[src/rtl/v74x139_rr_arb_pkg.sv]
// Shared definitions for the '139-style round-robin arbiter: state encoding,
// requester count and the rotating-priority search.
package v74x139_rr_arb_pkg;

  localparam int REQ_N = 4;

  typedef enum logic [1:0] {
    ST_IDLE    = 2'b00,
    ST_GRANT   = 2'b01,
    ST_RECOVER = 2'b10
  } arb_state_t;

  // Returns {found, winner}. Search order is last+1, last+2, last+3, last;
  // walking the offsets downwards lets the earliest match overwrite later ones.
  function automatic logic [2:0] rr_pick(input logic [1:0] last,
                                         input logic [REQ_N-1:0] req_l);
    logic [1:0] idx;
    rr_pick = 3'b000;
    for (int k = REQ_N; k >= 1; k--) begin
      idx = last + 2'(k);
      if (!req_l[idx]) rr_pick = {1'b1, idx};
    end
  endfunction

endpackage

[src/rtl/v74x139_rr_arb_dec2to4.sv]
// Combinational 2-to-4 decoder with active-low enable and active-low outputs,
// the function of one half of a 74x139.
module v74x139_rr_arb_dec2to4 (
  input  logic       en_l,
  input  logic [1:0] a,
  output logic [3:0] y_l
);

  always_comb begin
    y_l = 4'b1111;
    if (!en_l) y_l[a] = 1'b0;
  end

endmodule

[src/rtl/v74x139_rr_arb.sv]
// Four-requester round-robin bus arbiter: registered active-low grants,
// bounded tenures and one dead cycle between consecutive owners.
module v74x139_rr_arb
  import v74x139_rr_arb_pkg::*;
#(
  parameter int MAX_HOLD = 8
) (
  input  logic             clk,
  input  logic             reset_n,
  input  logic [REQ_N-1:0] req_l,
  input  logic             done,
  output logic [REQ_N-1:0] gnt_l,
  output logic [1:0]       sel,
  output logic             busy,
  output logic             timeout,
  output logic [1:0]       state_dbg
);

  localparam int CW = $clog2(MAX_HOLD);
  localparam logic [CW-1:0] HOLD_LAST = CW'(MAX_HOLD - 1);

  // Handshake: a requester holds req_l[i] low as a level until it is served;
  // the owner ends its tenure by raising req_l[sel] or pulsing done for one
  // cycle. done is only meaningful while busy=1.
  arb_state_t       state_q, state_d;
  logic [1:0]       last_q, last_d;
  logic [1:0]       sel_d;
  logic [CW-1:0]    cnt_q, cnt_d;
  logic             timeout_d;
  logic [2:0]       pick;
  logic             withdrawn, expired;
  logic [REQ_N-1:0] gnt_l_d;

  always_comb begin
    pick      = rr_pick(last_q, req_l);
    withdrawn = req_l[sel];
    expired   = (cnt_q == HOLD_LAST);
    state_d   = state_q;
    last_d    = last_q;
    sel_d     = sel;
    cnt_d     = cnt_q;
    timeout_d = 1'b0;
    case (state_q)
      ST_IDLE: begin
        if (pick[2]) begin
          state_d = ST_GRANT;
          sel_d   = pick[1:0];
          cnt_d   = '0;
        end
      end
      ST_GRANT: begin
        if (withdrawn || done || expired) begin
          state_d   = ST_RECOVER;
          last_d    = sel;
          timeout_d = expired && !withdrawn && !done;
        end else begin
          cnt_d = cnt_q + 1'b1;
        end
      end
      ST_RECOVER: begin
        // last_q already holds the owner that just left, so it loses priority.
        if (pick[2]) begin
          state_d = ST_GRANT;
          sel_d   = pick[1:0];
          cnt_d   = '0;
        end else begin
          state_d = ST_IDLE;
        end
      end
      default: state_d = ST_IDLE;
    endcase
  end

  // Decode from next-state so the grant register changes only on a clock edge.
  v74x139_rr_arb_dec2to4 u_dec (
    .en_l (state_d != ST_GRANT),
    .a    (sel_d),
    .y_l  (gnt_l_d)
  );

  always_ff @(posedge clk or negedge reset_n) begin
    if (!reset_n) begin
      state_q <= ST_IDLE;
      last_q  <= 2'b11;
      sel     <= 2'b00;
      cnt_q   <= '0;
      gnt_l   <= 4'b1111;
      busy    <= 1'b0;
      timeout <= 1'b0;
    end else begin
      state_q <= state_d;
      last_q  <= last_d;
      sel     <= sel_d;
      cnt_q   <= cnt_d;
      gnt_l   <= gnt_l_d;
      busy    <= (state_d == ST_GRANT);
      timeout <= timeout_d;
    end
  end

  assign state_dbg = state_q;

endmodule

[config.mk]
export PLATFORM = sky130hd
export DESIGN_NAME = v74x139_rr_arb
export DESIGN_NICKNAME = d
export VERILOG_FILES = /design/src/rtl/v74x139_rr_arb_pkg.sv /design/src/rtl/v74x139_rr_arb_dec2to4.sv /design/src/rtl/v74x139_rr_arb.sv
export SDC_FILE = /design/constraint.sdc
export NUM_CORES = 1
export LEC_CHECK = 0
export ABC_AREA = 1
export CORE_UTILIZATION = 42
export CTS_BUF_LIST = sky130_fd_sc_hd__clkbuf_8
export CTS_CLUSTER_SIZE = 28
export DETAILED_ROUTE_END_ITERATION = 7
export PLACE_DENSITY_LB_ADDON = 0.25
export SLEW_MARGIN = 10
export SYNTH_ARGS = -nofsm -noshare
export SYNTH_HDL_FRONTEND = slang
export SYNTH_SLANG_ARGS = --single-unit
[constraint.sdc]
create_clock -name clk -period 3.1 [get_ports clk]
set_clock_uncertainty 0.15 [all_clocks]
set_input_delay 0.31 -clock clk [delete_from_list [all_inputs] [get_ports clk]]
set_output_delay 0.31 -clock clk [all_outputs]
set_load 0.1 [all_outputs]
After elaboration in Yosys (flattened, before gate mapping)
Cells that the tools add are included.

Register bits: 15. Logic and storage cells: 66. Bits in latches: 0. Memory bits (read-only): 0. Memories: 0. RAM bits: 0. Input bits: 7. Output and inout port bits: 10.

Add/subtract/negate cells: 4. $mul: 0. Eq/ne operators: 7. Muxes and demuxes: 28. Reduce and logical (&&, ||, !) cells: 12. $lt $le $gt $ge: 7. Shift-type cells: 0. Divide/modulo/power cells: 0. Bitwise operators: 1.

Operators by type and width (count): 2-bit by 3-bit < comparator with 1-bit output, second input constant (6); 3-bit two-way mux (6); 1-bit binary-select mux with 2-bit select (5); 1-bit two-way mux (9); 2-bit two-way mux (4); 2-bit one-hot mux with 3 select lines (1); 3-bit one-hot mux with 2 select lines (1); 2-bit adder, second input constant (2); 2-bit by 1-bit == test with 1-bit output, second input constant (2); 4-bit two-way mux (1); 2-bit by 1-bit inequality test with 1-bit output, second input constant (2); 4-bit NOT (1); 3-bit by 1-bit adder with 3-bit output, second input constant (1); 3-bit == test, second input constant (1); 1-bit logical AND (3); 3-bit AND reduction (1); 2-bit by 1-bit adder with 2-bit output, second input constant (1); 1-bit demux with 2-bit select (1); 2-bit == test, second input constant (1); 2-bit by 1-bit >= comparator with 1-bit output, second input constant (1); 1-bit logical NOT (2); 2-bit logical NOT (1); 1-bit logical OR (2); 2-bit inequality test, second input constant (1); 3 further kinds (3).

Depth between registers and ports, before layout
Depth after elaboration: 14. Gate-level depth with buffers: 13.

Hierarchy
Synthesis repeated with hierarchy kept, for this count alone.

Cells, all modules: 129. Area total of the unflattened synthesis: 1018.5 µm².

By module, submodules not included: v74x139_rr_arb (area each 987.2 µm², sequential area each 382.9 µm², cells an instance 122, instances 1); v74x139_rr_arb_dec2to4 (area each 31.3 µm², sequential area each 0.0 µm², cells an instance 7, instances 1).

Worst setup path after synthesis
No wires, ideal clock.

Kind: reg2reg. Start point: reg sel[0]. End point: reg cnt_q[0]. Path slack: 0.935 ns. Data required time: 2.876 ns. Path buffers: 1. Stages on the path, launching flop included: 10. Period minus slack after synthesis: 2.165 ns. Data arrival time: 1.941 ns. Path through: dfrtp_1 -> inv_1 -> nand2_1 -> a21oi_1 -> inv_1 -> nand3b_1 -> o21ai_2 -> buf_6 -> nand3_1 -> o21ai_2.

Cells in the longest elaborated chain, start to end: 6.

Ends and longest elaborated chain: from (decl) (RTL line v74x139_rr_arb.sv:13) `output logic [1:0] sel,`; from (signal assigned) (RTL line v74x139_rr_arb.sv:93) `sel <= sel_d;`; 1-bit binary-select mux with 2-bit select (RTL line v74x139_rr_arb.sv:36) `withdrawn = req_l[sel];`; 1-bit two-way mux (not written as such) (RTL line v74x139_rr_arb.sv:36); 1-bit logical OR (2 in a row) (RTL line v74x139_rr_arb.sv:52) `if (withdrawn || done || expired) begin`; 2-bit inequality test (no source line); 3-bit AND reduction (no source line); to (signal assigned) (RTL line v74x139_rr_arb.sv:94) `cnt_q <= cnt_d;`; to (decl) (RTL line v74x139_rr_arb.sv:28) `logic [CW-1:0] cnt_q, cnt_d;`.

Every way passes these cells. The select of a mux whose other input is x is not followed. A chain may end at the register's enable or synchronous reset.

Final worst setup path
Start point: reg last_q[0]. End point: reg cnt_q[1].

Cells in the longest elaborated chain, start to end: 8.

Ends and longest elaborated chain: from (decl) (RTL line v74x139_rr_arb.sv:26) `logic [1:0] last_q, last_d;`; from (signal assigned) (RTL line v74x139_rr_arb.sv:92) `last_q <= last_d;`; 2-bit adder or 1-bit binary-select mux with 2-bit select (tied branches) (RTL line v74x139_rr_arb_pkg.sv:20, v74x139_rr_arb_pkg.sv:21); 1-bit binary-select mux with 2-bit select or 1-bit two-way mux (tied branches) (RTL line v74x139_rr_arb_pkg.sv:21) `if (!req_l[idx]) rr_pick = {1'b1, idx};`; 1-bit two-way mux (not written as such) or 3-bit two-way mux (tied branches) (RTL line v74x139_rr_arb_pkg.sv:21); 3-bit two-way mux (2 in a row) (RTL line v74x139_rr_arb_pkg.sv:21); 3-bit two-way mux * (RTL line v74x139_rr_arb_pkg.sv:21); 2-bit by 1-bit inequality test with 1-bit output (no source line) *; 3-bit AND reduction (no source line) *.

Mark *: on every way between the ends. The rest lies on a longest branch, timed or not. The select of a mux whose other input is x is not followed.

==> results.md <==
- Summing the areas of all xor and xnor instances in the mapped netlist gives 0% of the synthesized area.
- The HPWL after detailed placement is 1.57 mm.
- The post-route non-filler standard cell count is approximately 180.
- After clock tree synthesis, the clock-pin slew on the worst setup and hold paths is about 0.06 ns.
- After floorplanning, the core was sized to cover between 2000 and 2500 µm².
- The count of nets left with antenna violations once routing finished came out at 0.
- The synthesized netlist cell count is between 100 and 150.
- The signal on the critical path passes through inv_2 -> nand2_1 -> nand2_1 -> a21oi_1 -> nand3_2 -> nand2_4 -> o21ai_2 -> nand3_1 -> o21ai_2.
- The clock passes through at most 2 buffers.
- Broken down by cell family, the worst path's largest delay share belongs to flip-flops.
- The number of hold violations in the final report is 0.
- Once the floorplan was initialized, standard cells occupied a little under half of the core.
- Across all layers, the routed design uses just under 900 vias.
- The stage delay of the slowest cell on the critical path is around 0.63 ns.
- The count of hold-fix buffers inserted at cts is 0.
- In this run the worst setup path begins at last_q[0]$_DFFE_PN1N_.
- The number of primary I/O pins is 17.
- After clock tree synthesis, the repair step resized 0 gates.
- The routed wire length is approximately 1.9 mm.
- The number of global-route vias before repair is just under 800.
- The peak clock frequency supported by timing is around 510 MHz.
- Once the clock tree was built, the setup fixing pass inserted 0 buffers.
- The Yosys step of the flow raised 0 warnings.
- The max-capacitance violation count is 0.
- The multi-input combinational cell area is 474 µm².
- Summing all flip-flop and latch instances after layout gives roughly 380 µm².
- The total count of max-transition violations in the final report is 0.
- After filler insertion, the fill cell instance count of the layout stands at between 150 and 200.
- For this block, the initial DRC count from the detailed router was 14.
- The library cell used most frequently in the layout, excluding fill and tap cells, is sky130_fd_sc_hd__nand2_1.
- The kind of end point of the critical path is a flop.
- The quantity of I/O buffers inserted on ports is 16.
- The worst path needs roughly 2 ns of the cycle, external delays included.
- TritonCTS built the clock tree.
- The sequential cell area fraction in the yosys report is roughly 40%.
- For this run, the detailed router's first-pass iteration total came to 4.
- For the final routed database, the setup TNS stands at 0 ns.
- The worst pin sits at a relative slew slack of 56.4%.
- In this run the mean area of a mapped cell was slightly above 7 µm².
- The repair_antennas step left the layout with diodes totalling 0.
- The final critical path takes up 63.3% of the cycle.
- The die covers approximately 2500 µm².
- Measured along the y axis, the die boundary spans ~50 µm.
- STA classifies the critical path startpoint as a flop.
- Entering global routing, the biggest net connects 16 pins.
- Counting distinct cell types in the post-synthesis netlist gives 18.
- The synthesized netlist devotes between 30% and 40% of its cell area to simple gates.
- The initial antenna violation count is 0.
- The type of the tightest min-delay check is primary input to asynchronous set/reset pin.
- The die span in x is approximately 50 µm.
- The fraction of final layout cells with drive strength greater than 1 is a little under a quarter.
- The area growth from synthesis to layout is 19.2%.
- The root cell of the clock tree is sky130_fd_sc_hd__clkbuf_8.
- Synthesis produced a netlist with a net count of between 100 and 150.
- The actual transition at the worst max-transition pin is roughly 0.65 ns.
- At the later pin of the worst-skew pair, clock insertion delay measures 0.24 ns.
- Routability-driven placement finished with a final weighted congestion of 0.840.
- The flow ran to the end, and the final reports show no timing, DRC or antenna violations.
- The biggest fanout along the worst timing path is 11.
- The first-pass GRT wire length is ~3.4 mm.
- Of the post-synthesis cell area, the part taken by muxes is 0%.
- The average wire per standard cell is roughly 11 µm.
- The critical path data required time is between 3 and 4 ns.
- The worst-path cell with the longest stage delay is sky130_fd_sc_hd__dfstp_2.
- The synthesized design contains 15 register bits.
- The compound-gate portion of the synthesized area is under 10%.
- The deepest level of the CTS H-tree is 1.
- In this run the cell area of the synthesized design comes to approximately 960 µm².
- The number of endpoints failing setup at the final stage is 0.
- The critical path class is flop to flop.
- Dividing the detail-routed via count by the number of cells gives between 4 and 5.
- The remaining global-route overflow is 0.
- The row count is 16.
- The TritonCTS buffer count is 3.
- The library cells used most frequently in the layout, excluding fill and tap cells, are 50 x sky130_fd_sc_hd__nand2_1, 17 x sky130_fd_sc_hd__inv_1, 14 x sky130_fd_sc_hd__nand3_1.
- The post-detailed-route DRC marker count is 0.
- The overall global routing resource usage is 17.9%.
- Of the total synthesized cell area, the portion taken by full adders, half adders and majority gates is 2.61%.
- The startpoint identified for the worst register-to-register timing path is last_q[0]$_DFFE_PN1N_.
- The placed instance count is roughly 180.
- The count of buffering cells on the critical path with inverters included is 1.
- The endpoint arrival time on the critical path is roughly 1.9 ns.
- The final layout contains 162 nets.
- The largest family of logic cells by synthesized area is simple AND/OR/NAND/NOR gates.
- Setup repair after global routing left no endpoint under its margin.
- The clock net in this run drives a total of 15 sinks.
worst paths after layout:
path,slack [ns],cells after the start,endpoint
setup reg to reg,1.14,9,cnt_q[1]$_DFFE_PN0P_
hold reg to reg,0.38,2,cnt_q[2]$_DFFE_PN0P_
hold / removal,0.32,1,busy$_DFF_PN0_
max in group asynchronous,2.06,1,sel[1]$_DFF_PN0_
setup / recovery,1.14,9,cnt_q[1]$_DFFE_PN0P_
min in group clk,0.38,2,cnt_q[2]$_DFFE_PN0P_
kinds of logic after synthesis:
logic type                 after synthesis
AOI/OAI and AO/OA                       14
adders and majority gates                2
buffers and inverters                   22
DFF                                     15
and+or+nand+nor                         82
state kept, by name (all words and copies together), names as in the netlist:
name and flops:
sel 2, busy 1, last_q 2, gnt_l 4, timeout 1, cnt_q 3
state_dbg 2
synth_stat cells:
library cell               count  area share [%]
sky130_fd_sc_hd__buf_6         2             2.3
sky130_fd_sc_hd__inv_1        16             6.3
sky130_fd_sc_hd__buf_4         1            0.78
sky130_fd_sc_hd__nand3_2       1             1.0
sky130_fd_sc_hd__nand2_4       1             1.2
sky130_fd_sc_hd__inv_2         3             1.2
sky130_fd_sc_hd__ha_1          2             2.6
sky130_fd_sc_hd__nor2_1        8             3.1
sky130_fd_sc_hd__a21oi_1       5             2.6
sky130_fd_sc_hd__nand2_1      50              20
sky130_fd_sc_hd__dfstp_2       6              16
sky130_fd_sc_hd__nand2_2       6             3.9
sky130_fd_sc_hd__dfrtp_1       9              23
sky130_fd_sc_hd__nand3b_1      1            0.78
sky130_fd_sc_hd__o21ai_2       5             4.6
sky130_fd_sc_hd__nor2_2        1            0.65
sky130_fd_sc_hd__o21ai_0       4             2.1
sky130_fd_sc_hd__nand3_1      14             7.3
final cells by class:
type,instances,area share (%)
Inverter,19,6.24
Tap cell,27,2.96
Clock inverter,1,0.329
Clock buffer,3,3.61
Timing Repair Buffer,16,11.8
Sequential cell,15,33.5
Multi-Input combinational cell,98,41.5
through the flow:
stage / hold WS [ns] / worst slack, ns / cell area, µm² / util, %
global route: 0.381 / 0.940 / 1140 / 55.4
detailed placement: 0.381 / 0.965 / 1100 / 53.2
floorplan: -0.136 / 0.935 / 958 / -
CTS: 0.339 / 1.11 / 1140 / 55.4
global placement: 0.378 / 1.03 / 1100 / 53.2
finish: 0.317 / 1.14 / 1140 / 55.4
routing by layer:
metal / share of wire [%] / vias to the layer above / track usage (%) / wire [µm]
li1: - / 454 / - / -
met1: 44 / 392 / 21.7 / 844
met2: 53 / 15 / 32.4 / 1010
met3: 2.0 / 4 / 1.23 / 39
met4: 1.1 / 0 / 7.14 / 22
met5: 0 / - / 0 / 0
Power is not shown: default switching activity piles up to over one toggle a cycle in this logic, so the estimate is an artifact.
